==> config.mk <==
export PLATFORM = sky130hd
export DESIGN_NAME = pipeline_swap_sequencer
export DESIGN_NICKNAME = d
export VERILOG_FILES = /design/src/rtl/pipeline_swap_sequencer.sv
export SDC_FILE = /design/constraint.sdc
export NUM_CORES = 1
export LEC_CHECK = 0
export CAP_MARGIN = 20
export CORE_AREA = 2 2 67 69
export DETAILED_ROUTE_END_ITERATION = 16
export DIE_AREA = 0 0 69 71
export PLACE_DENSITY = 0.72
export SLEW_MARGIN = 10
export SYNTH_ARGS = -nofsm -noshare
export SYNTH_HDL_FRONTEND = slang
export SYNTH_SLANG_ARGS = --single-unit
==> constraint.sdc <==
create_clock -name clk -period 4 [get_ports clk]
set_input_delay 0.4 -clock clk [delete_from_list [all_inputs] [get_ports clk]]
set_output_delay 0.4 -clock clk [all_outputs]
set_load 0.01 [all_outputs]
==> src/rtl/pipeline_swap_sequencer.sv <==
// pipeline_swap_sequencer
//   Sequences a glitch-free swap between the active and standby DSP pipelines.
//   A request crossfades the mixer gains over fade_samples sample ticks. The
//   sequencer then flips current_pipeline, pulses a reset into the retired
//   pipeline, and waits until that pipeline reports its reset is complete.
// Ports
//   clk, reset          : system clock, asynchronous active-high reset
//   swap_req            : 1-cycle swap request
//   sample_tick         : 1-cycle strobe per processed sample
//   pipeline_resetting  : per-pipeline "reset in progress" flags
//   current_pipeline    : index of the audible pipeline
//   pipelines_swapping  : high from request acceptance until swap_done
//   gain_cur/gain_next  : mixer gains for current / standby pipeline (Q1.x)
//   pipeline_reset      : 1-cycle reset pulse per pipeline
//   swap_done           : 1-cycle pulse at swap completion
//   swap_rejected       : 1-cycle pulse for a request that arrives while busy
module pipeline_swap_sequencer #(
  parameter int gain_width   = 16,
  parameter int fade_samples = 256
) (
  input  logic                  clk,
  input  logic                  reset,
  input  logic                  swap_req,
  input  logic                  sample_tick,
  input  logic [1:0]            pipeline_resetting,
  output logic                  current_pipeline,
  output logic                  pipelines_swapping,
  output logic [gain_width-1:0] gain_cur,
  output logic [gain_width-1:0] gain_next,
  output logic [1:0]            pipeline_reset,
  output logic                  swap_done,
  output logic                  swap_rejected
);

  localparam int CW    = $clog2(fade_samples) + 1;
  localparam int SHIFT = gain_width - 1 - $clog2(fade_samples);
  localparam logic [gain_width-1:0] FULL = {1'b1, {(gain_width-1){1'b0}}};

  typedef enum logic [2:0] {
    IDLE     = 3'd0,
    WAIT_TGT = 3'd1,
    FADING   = 3'd2,
    FLIP     = 3'd3,
    CLEAR    = 3'd4
  } state_t;

  state_t                state_r, state_nxt_s;
  logic [CW-1:0]         cnt_r, cnt_nxt_s, cnt_inc_s;
  logic                  clr_first_r, clr_first_nxt_s;
  logic                  cur_nxt_s, swapping_nxt_s, done_nxt_s, rej_nxt_s;
  logic [gain_width-1:0] gain_cur_nxt_s, gain_next_nxt_s, gain_step_s;
  logic [1:0]            preset_nxt_s;
  logic                  busy_s;
  logic                  tgt_busy_s;
  logic                  old_busy_s;

  // Fade arithmetic: next count and the standby gain that count maps to.
  always_comb begin
    cnt_inc_s   = cnt_r + CW'(1);
    gain_step_s = gain_width'(cnt_inc_s) << SHIFT;
  end

  // Next-state and next-output logic.
  always_comb begin
    state_nxt_s     = state_r;
    cnt_nxt_s       = cnt_r;
    clr_first_nxt_s = clr_first_r;
    cur_nxt_s       = current_pipeline;
    swapping_nxt_s  = pipelines_swapping;
    gain_cur_nxt_s  = gain_cur;
    gain_next_nxt_s = gain_next;
    preset_nxt_s    = 2'b00;
    done_nxt_s      = 1'b0;
    rej_nxt_s       = 1'b0;
    // Both the incoming pipeline (before the flip) and the retired pipeline
    // (after the flip) are the one not currently audible.
    tgt_busy_s      = pipeline_resetting[~current_pipeline];
    old_busy_s      = pipeline_resetting[~current_pipeline];
    // The swap_done cycle still counts as part of the swap, so a request
    // landing on it is rejected rather than starting a new swap.
    busy_s          = (state_r != IDLE) || swap_done;

    if (swap_req && busy_s) begin
      rej_nxt_s = 1'b1;
    end else begin
      rej_nxt_s = 1'b0;
    end

    case (state_r)
      IDLE: begin
        if (swap_req && !busy_s) begin
          swapping_nxt_s = 1'b1;
          cnt_nxt_s      = '0;
          state_nxt_s    = tgt_busy_s ? WAIT_TGT : FADING;
        end else begin
          state_nxt_s = IDLE;
        end
      end
      WAIT_TGT: begin
        if (!tgt_busy_s) begin
          state_nxt_s = FADING;
        end else begin
          state_nxt_s = WAIT_TGT;
        end
      end
      FADING: begin
        if (sample_tick) begin
          cnt_nxt_s       = cnt_inc_s;
          gain_next_nxt_s = gain_step_s;
          gain_cur_nxt_s  = FULL - gain_step_s;
          if (cnt_inc_s == CW'(fade_samples)) begin
            state_nxt_s = FLIP;
          end else begin
            state_nxt_s = FADING;
          end
        end else begin
          state_nxt_s = FADING;
        end
      end
      FLIP: begin
        // Standby was at FULL, so after the flip the new current pipeline
        // keeps FULL and the audible output is continuous.
        cur_nxt_s       = ~current_pipeline;
        gain_cur_nxt_s  = FULL;
        gain_next_nxt_s = '0;
        preset_nxt_s    = current_pipeline ? 2'b10 : 2'b01;
        clr_first_nxt_s = 1'b1;
        state_nxt_s     = CLEAR;
      end
      CLEAR: begin
        // The first CLEAR cycle is unconditional so that a resetting flag
        // raised one cycle after the pulse is still seen.
        if (clr_first_r) begin
          clr_first_nxt_s = 1'b0;
        end else if (!old_busy_s) begin
          done_nxt_s     = 1'b1;
          swapping_nxt_s = 1'b0;
          state_nxt_s    = IDLE;
        end else begin
          state_nxt_s = CLEAR;
        end
      end
      default: begin
        state_nxt_s = IDLE;
      end
    endcase
  end

  // State, counter and output registers.
  always_ff @(posedge clk or posedge reset) begin
    if (reset) begin
      state_r            <= IDLE;
      cnt_r              <= '0;
      clr_first_r        <= 1'b0;
      current_pipeline   <= 1'b0;
      pipelines_swapping <= 1'b0;
      gain_cur           <= FULL;
      gain_next          <= '0;
      pipeline_reset     <= 2'b00;
      swap_done          <= 1'b0;
      swap_rejected      <= 1'b0;
    end else begin
      state_r            <= state_nxt_s;
      cnt_r              <= cnt_nxt_s;
      clr_first_r        <= clr_first_nxt_s;
      current_pipeline   <= cur_nxt_s;
      pipelines_swapping <= swapping_nxt_s;
      gain_cur           <= gain_cur_nxt_s;
      gain_next          <= gain_next_nxt_s;
      pipeline_reset     <= preset_nxt_s;
      swap_done          <= done_nxt_s;
      swap_rejected      <= rej_nxt_s;
    end
  end

endmodule

==> results.ini, run 1 <==
[clock_tree]
clock_path_buffers = 2
cts_setup_buffers = 0
cts.hold.buffers_added = 0
cts_resized = 0
clock-root-buffer = clkbuf_8
clock-sinks = 36
cts_tree = done
clk_latency_ns = 0.29
h-tree-depth = 2
clkTransAtPathRegs_ns = 0.07
numCtsBuffers = 5

[detailed_routing]
drt_iter0_drc = 82
wire_per_inst_um = 13.2
drc = 0
wl_um = 3530
vias = 1358
avgViaCountPerCell = 5.07
drtPass1Iterations = 4
ant_nets = 0

[yosys]
yosysSeqAreaShare_pct = 48.0
synth_area_mm2 = 0.00188
yosys_warnings = 0
synth-seq-cells = 36
syn_inst = 192
synth_area_per_cell_um2 = 9.79
synth_cell_type_count = 39

[critical_path]
cp_cell_sequence = and3_1, nand3_1, xor2_1, nand4_1, a21oi_1, ha_1, nand2_1, nand3_1
r2r-end = gain_cur[15]
path_common_cell = nand3_1
cp_num_buf_inv = 0
slowest_delay_ns = 0.49
critical-path-top-delay-family = simple AND/OR/NAND/NOR gates
r2r_start = cnt_r[2]
startpoint_type = register
required_ns = 4.20
cp_slowest_cell = dfrtp_1
worst-r2r-setup-slack_ns = 1.85
cp_max_fo = 9
worstSetupPathType = reg2reg
arrival_ns = 2.35
worstRegToRegCells = 8
end_kind = register

[cells_and_area]
areaGrowthSynthToFinish_pct = 16.7
nFillCells = 402
final_cell_mix = 35 x dfrtp_1, 29 x clkdlybuf4s50_1, 23 x o21ai_0
nets = 224
n_antenna_cell = 0
layout-drive-gt1-share_pct = 6.94
final_common_cell = dfrtp_1
multi_input_area_um2 = 830
final_cell_count_no_fill = 268
seq_area_um2 = 902

[power_and_ir_drop]
p_leak_nw = 1.02
powerDensity_mw_per_mm2 = 618
switching_share_pct = 36.6
p_int_w = 0.000860
p_clk_share_pct = 18.0
max-vdd-ir-drop_v = 0.000336
power_frac_seq_pct = 40.5
p_sw_w = 0.000495
power_frac_comb_pct = 41.5

[sta]
slew_headroom_pct = 40.6
holdWs_ns = 0.476
fin_crit_sh_pct = 53.7
fin_skew_ns = 0.00349
setup_viol = 0
worstMarginPinSlew_ns = 0.890
rsz0062_at_grt = no
setup_tns_ns = 0
fmax_ghz = 0.466
min_period_ns = 2.15
final-hold-violation-count = 0
maxSlewViolCount = 0

[min_path]
hp-class = reg2reg
hp-start = gain_next[10]
worstHoldPathCells = 2
whs_endpoint = gain_next[10]

[global_routing]
antenna_found_initial = 0
grt-ovfl-total = 0
grt_pass1_vias = 1298
grt_start_max_net_pins = 24
grt_pass1_wl_um = 6150
track_usage_pct = 16.0

[floorplanning]
dieArea_mm2 = 0.00490
core_mm2 = 0.00420
start_util_pct = 44.7
die_w_um = 69
rows = 24
io_pins = 44
die_y_um = 71

[placement]
gp_congestion = 0.785
dp_hpwl_um = 2450
port_buffers = 29
dp_cells = 260

[flow_run]
maxCapViolCount = 0

[status]
outcome = finished, final reports clean

[worst max-delay path by stage]
stage / cells past startpoint / slack, ns / startpoint / to
2_1_floorplan: 7 / 2.14 / cnt_r[0] / gain_cur[14]
3_3_place_gp: 4 / 1.66 / sample_tick / gain_cur[13]
3_5_place_dp: 4 / 1.57 / sample_tick / gain_cur[13]
4_1_cts: 4 / 1.72 / state_r[1] / gain_cur[13]
5_1_grt: 8 / 1.69 / cnt_r[2] / gain_cur[15]
6_report: 8 / 1.85 / cnt_r[2] / gain_cur[15]
[per-stage QoR]
| stage | setup WS (ns) | utilization, % | instance area (um2) | power [W] |
|---|---|---|---|---|
| after global routing | 1.69 | 52.2 | 2190 | 0.00147 |
| after floorplan | 2.14 | - | 1930 | 0.000911 |
| after global placement | 1.66 | 50.2 | 2110 | 0.00111 |
| after CTS | 1.72 | 52.0 | 2190 | 0.00137 |
| final | 1.85 | 52.2 | 2190 | 0.00136 |
| after detailed placement | 1.57 | 50.2 | 2110 | 0.00112 |
[cells in the mapped netlist]
cell type   n  area share [%]
a2111oi_4   1             1.5
a21o_1      5             2.0
a21oi_1     3            0.80
a21oi_2     1            0.47
a22o_1      4             1.9
a22oi_1     1            0.40
and2_1      2            0.67
and3_1      6             2.0
buf_2       5             1.3
buf_4      18             7.2
buf_6       1            0.60
clkbuf_1    3            0.60
conb_1      1            0.20
dfrtp_1    35              47
dfstp_2     1             1.4
ha_1        2             1.3
inv_1       4            0.80
mux2_2      1            0.60
mux2i_1     3             1.6
nand2_1    21             4.2
nand3_1     8             2.1
nand3_2     1            0.53
nand3b_1    1            0.40
nand4_1     1            0.33
nor2_1      9             1.8
nor2b_1     4             1.3
nor3_1      4             1.1
nor4_2      1            0.67
nor4b_1     1            0.47
o21a_1      1            0.40
o21ai_0    23             6.1
o21ai_1     1            0.27
o21ai_2     1            0.47
o21bai_1    1            0.40
o22ai_1     1            0.33
o31ai_1     1            0.40
or3_1       1            0.33
xnor2_1     8             3.7
xor2_1      6             2.8
[area by class of cell]
class / instances / area share (%)
multi-input cells: 138 / 37.8
well taps: 52 / 2.96
flip-flops and latches: 36 / 41.1
clock buffers: 6 / 3.31
inverters: 4 / 0.684
repair buffers: 31 / 13.9
clock inverters: 1 / 0.228
[registers in the layout, summed over array words and instances, names as in the netlist]
signal and flops:
cnt_r 9, gain_cur 9, gain_next 8, state_r 3, pipeline_reset 2, clr_first_r 1, current_pipeline 1, pipelines_swapping 1
swap_done 1, swap_rejected 1
[tightest hold or removal path: cells and delay by family (launching register included)]
family             cells  cell delay [ns]
AOI/OAI and AO/OA      1             0.06
DFF                    1             0.34
and+or+nand+nor        1             0.04
[kinds of logic after synthesis]
family	synth area share [%]
adders and majority gates	1.33
buffers and inverters	10.5
AOI/OAI and AO/OA	15.4
and+or+nand+nor	15.9
xor gates and xnor gates	6.52
other	0.199
muxes	2.20
DFF	48.0
[power groups by stage]
stage	clock network (W)	registers (W)	logic [W]
final	0.000243	0.000549	0.000563
after global routing	0.000270	0.000568	0.000631
after CTS	0.000251	0.000549	0.000567
after detailed placement	0	0.000554	0.000564
after global placement	0	0.000556	0.000551
after floorplan	0	0.000572	0.000339
[per-layer routing]
metal | routed length [um] | track usage, % | up-vias
li1 | - | - | 673
met1 | 1690 | 20.7 | 642
met2 | 1570 | 24.3 | 36
met3 | 190 | 5.13 | 7
met4 | 78 | 8.28 | 0
met5 | 0 | 0 | -
Power figures use the tool's default switching activity.
==> run 2: changes to the inputs <==
- clock period: 4 -> 2.2 ns (I/O delays scaled with it)
==> results.ini, run 2 (same netlist as run 1, synthesis figures left out) <==
[floorplanning]
die_y_um = 71
io_pins = 44
die_w_um = 69
dieArea_mm2 = 0.00490
core_mm2 = 0.00420
rows = 24
start_util_pct = 44.7

[critical_path]
slowest_delay_ns = 0.45
cp_num_buf_inv = 0
critical-path-top-delay-family = flip-flops
cp_slowest_cell = dfrtp_1
required_ns = 2.38
startpoint_type = register
cp_max_fo = 9
worstSetupPathType = reg2reg
end_kind = register
cp_cell_sequence = ha_1, nor4b_1, mux2i_1, a2111oi_4, xnor2_1, o21ai_2
worstRegToRegCells = 6
arrival_ns = 2.20
crit_cells = 6

[cells_and_area]
design_area_mm2 = 0.00227
top_regs = cnt_r (9), gain_cur (9), gain_next (8)
layout-drive-gt1-share_pct = 11.6
n_antenna_cell = 0
nets = 231
nFillCells = 395
final_cell_mix = 35 x dfrtp_1, 29 x clkdlybuf4s50_1, 23 x o21ai_0
final_common_cell = dfrtp_1
areaGrowthSynthToFinish_pct = 20.6

[clock_tree]
h-tree-depth = 2
cts_tree = done
cts.hold.buffers_added = 0
numCtsBuffers = 5
clock-root-buffer = clkbuf_8
clock_path_buffers = 2
clock-sinks = 36
clk_latency_ns = 0.29
clkTransAtPathRegs_ns = 0.08

[sta]
worstMarginPinSlew_ns = 0.656
setup_viol = 0
maxSlewViolCount = 0
min_period_ns = 2.02
fin_skew_ns = 0.00833
holdWs_ns = 0.254
fin_crit_sh_pct = 91.8
fmax_ghz = 0.495
rsz0062_at_grt = no
final-hold-violation-count = 0
setup_tns_ns = 0
slew_headroom_pct = 56.3

[detailed_routing]
avgViaCountPerCell = 5.08
wire_per_inst_um = 14.3
drt_iter0_drc = 96
drc = 0
wl_um = 3950
vias = 1401
drtPass1Iterations = 4
ant_nets = 0

[placement]
dp_hpwl_um = 2780
port_buffers = 29
gp_congestion = 0.829
placed_area_mm2 = 0.00217

[power_and_ir_drop]
p_leak_nw = 1.06
max-vdd-ir-drop_v = 0.000640
power_w = 0.00259
powerDensity_mw_per_mm2 = 1140

[global_routing]
grt_pass1_wl_um = 6800
grt_start_max_net_pins = 15
track_usage_pct = 17.4
grtUsageMet3_pct = 4.70
antenna_found_initial = 0
met1_usage_pct = 23.5
use_met2_pct = 27.4
grt_pass1_vias = 1397
grt-ovfl-total = 0
grt_busiest_layer = met2

[status]
outcome = finished, final reports clean

[flow_run]
maxCapViolCount = 0

[min_path]
hp-class = in2async

==> run 2: path summary, 6_finish.rpt <==
check / start / end / slack [ns]
max: cnt_r[0] / gain_cur[14] / 0.18
min in group clk: gain_cur[10] / gain_cur[10] / 0.48
max in group asynchronous: reset / gain_cur[11] / 1.37
max reg2reg: cnt_r[0] / gain_cur[14] / 0.18
min reg2reg: gain_cur[10] / gain_cur[10] / 0.48
min: reset / gain_next[11] / 0.25
==> run 2: final cells by class <==
class / count / area [um2] / area share [%]
tap: 52 / 65.1 / 2.87
multi-input combinational: 138 / 835 / 36.8
clock inverter: 2 / 10.0 / 0.442
inverter: 4 / 15.0 / 0.662
clock buffer: 6 / 82.6 / 3.64
timing repair buffer: 38 / 358 / 15.8
sequential: 36 / 902 / 39.8
==> run 2: repair_timing <==
action / 4_1_cts / 5_1_grt
setup endpoints to repair: 0 / 2
hold endpoints to repair: 0 / 0
resized for setup: 0 / 1
buffers inserted: 0 / 0
==> run 2: layer usage <==
| layer | vias to the layer above | routed length [um] |
|---|---|---|
| met4 | 0 | 58 |
| li1 | 680 | - |
| met1 | 675 | 1830 |
| met2 | 40 | 1870 |
| met3 | 6 | 191 |
| met5 | - | 0 |
==> run 2: per-stage QoR <==
stage	setup slack (ns)	cells	util (%)
6_report	0.180	276	53.9
5_1_grt	0.0403	276	53.9
4_1_cts	0.0946	276	53.8
3_5_place_dp	0.113	268	51.6
3_3_place_gp	0.107	268	51.6
2_1_floorplan	0.342	205	-
==> run 2: where the power goes <==
part	total (W)	switching, W	internal (W)
clock	0.000492	0.000242	0.000250
combinational	0.00111	0.000579	0.000529
sequential	0.000987	0.000139	0.000847
total	0.00259	0.000960	0.00163
==> run 3: changes to the inputs <==
- CTS_CLUSTER_SIZE: not set -> 20
==> results of run 3 <==
Same layout as run 2: the final DEF is identical, and so are final timing and power.
==> variant (settings of run 3) <==
Reset style: synchronous (`reset`), changed in one clocked block. Comments in the files are not updated.
--- a/src/rtl/pipeline_swap_sequencer.sv
+++ b/src/rtl/pipeline_swap_sequencer.sv
@@ -147,7 +147,7 @@
   end
 
   // State, counter and output registers.
-  always_ff @(posedge clk or posedge reset) begin
+  always_ff @(posedge clk) begin
     if (reset) begin
       state_r            <= IDLE;
       cnt_r              <= '0;
Check against the original RTL: differs if reset is asserted again (counterexample within 4 cycles, from zero or initial values and one cycle with reset high); with reset held inactive, the same outputs for 10 cycles.
==> variant against run 3 <==
- setup slack gained 0.10 ns
- synthesized area shrank 4.6%
- sequential cell count is the same
- clock skew shrank 0.0059 ns
- synthesized cell count grew 13%
- die area is the same
- non-clock buffer count grew 1
- final area shrank 4.3%
- sequential share of layout area shrank 6.6 points
- wire length shrank 8.5%
- largest cell class is now multi-input combinational cells
Power is not compared: it rests on default switching activity, and its combinational part moved more than twofold at a synthesized area within 25%.
==> variant: results (changes against run 3) <==
* Worst min path class: flop to flop
* Asr flop ratio synth at 0% (-100 points)
* Synth area leaders: dfxtp_1 40%, buf_4 6.7%, a21oi_1 6.4%, nand2_1 5.4%, xnor2_1 4.9%
* Post-synthesis sequential area ratio at 40.2% (-7.8 points)
* Crit path DAT at 2.07 ns (-0.13 ns)
* Fin nets at 253 (+9.5%)
* Area after DPL at 2080 µm² (-4.2%)
* Vias at 1491 (+6.4%)
* Status: completed
* Largest net degree at the start of global routing at 23 (+8)
* First-pass GRT wire length at 6540 µm (-3.9%)
* Initial DRC count at 91 (-5.2%)
* Setup Skew at 0.00245 ns (-0.00588 ns)
* Share of layout cells above drive strength 1 at 9.80% (-1.8 points)
* Overall Global Routing Usage at 16.6% (-0.85 points)
* Post-synth top cells: 36 x dfxtp_1, 26 x nand2_1, 23 x a21oi_1
* Routed WL at 3610 µm (-8.5%)
* Netlist cell types at 46 (+18%)
* TritonCTS buffer count at 5 (unchanged)
* Max Root-Sink Buffers at 2 (unchanged)
* Buffers on Ports at 29 (unchanged)
* Post-CTS Setup Bufs at 0 (unchanged)
* Slowest CP cell: dfxtp_1
* Cell family with most CP delay: simple AND/OR/NAND/NOR gates
* Placer Congestion at 0.915 (+10%)
* Setup WS pre-CTS at 0.114 ns (+0.00117 ns)
* Final HPWL DP at 2610 µm (-5.9%)
* Biggest regs: cnt_r (9), gain_cur (9), gain_next (8)
* Vias in the first global route at 1417 (+1.4%)
[variant: stage by stage]
step	instances	hold WS, ns	power, mW
2_1_floorplan	229	0.387	0.820
3_3_place_gp	290	0.448	0.869
3_5_place_dp	290	0.450	0.872
4_1_cts	297	0.462	1.31
5_1_grt	297	0.479	1.37
6_report	297	0.459	1.29
[variant: path summary, 6_finish.rpt]
kind	startpoint	cells after the start	endpoint	slack [ns]
worst max register to register	cnt_r[1]$_SDFFE_PP0P_	8	gain_cur[15]$_SDFFE_PP1P_	0.28
worst min register to register	gain_next[13]$_SDFFE_PP0P_	2	gain_next[13]$_SDFFE_PP0P_	0.46
worst max-delay path	cnt_r[1]$_SDFFE_PP0P_	8	gain_cur[15]$_SDFFE_PP1P_	0.28
worst min-delay path	gain_next[13]$_SDFFE_PP0P_	2	gain_next[13]$_SDFFE_PP0P_	0.46
[variant: layout make-up]
cell class / count / area (µm²)
Sequential cell: 36 / 721
Multi-Input combinational cell: 163 / 941
Clock inverter: 1 / 5.00
Fill cell: 418 / 2030
Tap cell: 52 / 65.1
Clock buffer: 6 / 72.6
Timing Repair Buffer: 39 / 365
[variant: logic make-up after synthesis]
| family | Yosys count | synth area share [%] |
|---|---|---|
| AOI/OAI and AO/OA | 47 | 16.4 |
| xor gates and xnor gates | 13 | 6.35 |
| adders and majority gates | 2 | 1.39 |
| buffers and inverters | 30 | 10.8 |
| DFF | 36 | 40.2 |
| muxes | 1 | 0.558 |
| other | 1 | 0.209 |
| and+or+nand+nor | 86 | 24.1 |
[variant: repair_timing]
item                       4_1_cts  5_1_grt
setup endpoints to repair        0        2
hold buffers                     0        0
gates resized for setup          0        2
[variant: routing by layer]
metal | wire, µm | global-route usage (%) | up-vias
met5 | 0 | 0 | -
met4 | 53 | 6.54 | 0
met3 | 167 | 4.84 | 4
met2 | 1670 | 25.1 | 40
met1 | 1720 | 22.3 | 674
li1 | - | - | 773
[variant: worst reg2reg max path: stages, from the launching register on]
cell and delay [ns]:
dfxtp_1 0.46, ha_4 0.23, nand2_1 0.14, o21ai_0 0.24
nand2_1 0.10, nor4_1 0.20, ha_1 0.27, nand2_1 0.06
nand4b_1 0.09
[variant: report_power, final]
| part | switching (mW) | internal (mW) |
|---|---|---|
| Sequential | 0.0196 | 0.671 |
| Combinational | 0.0884 | 0.0775 |
| Clock | 0.215 | 0.215 |
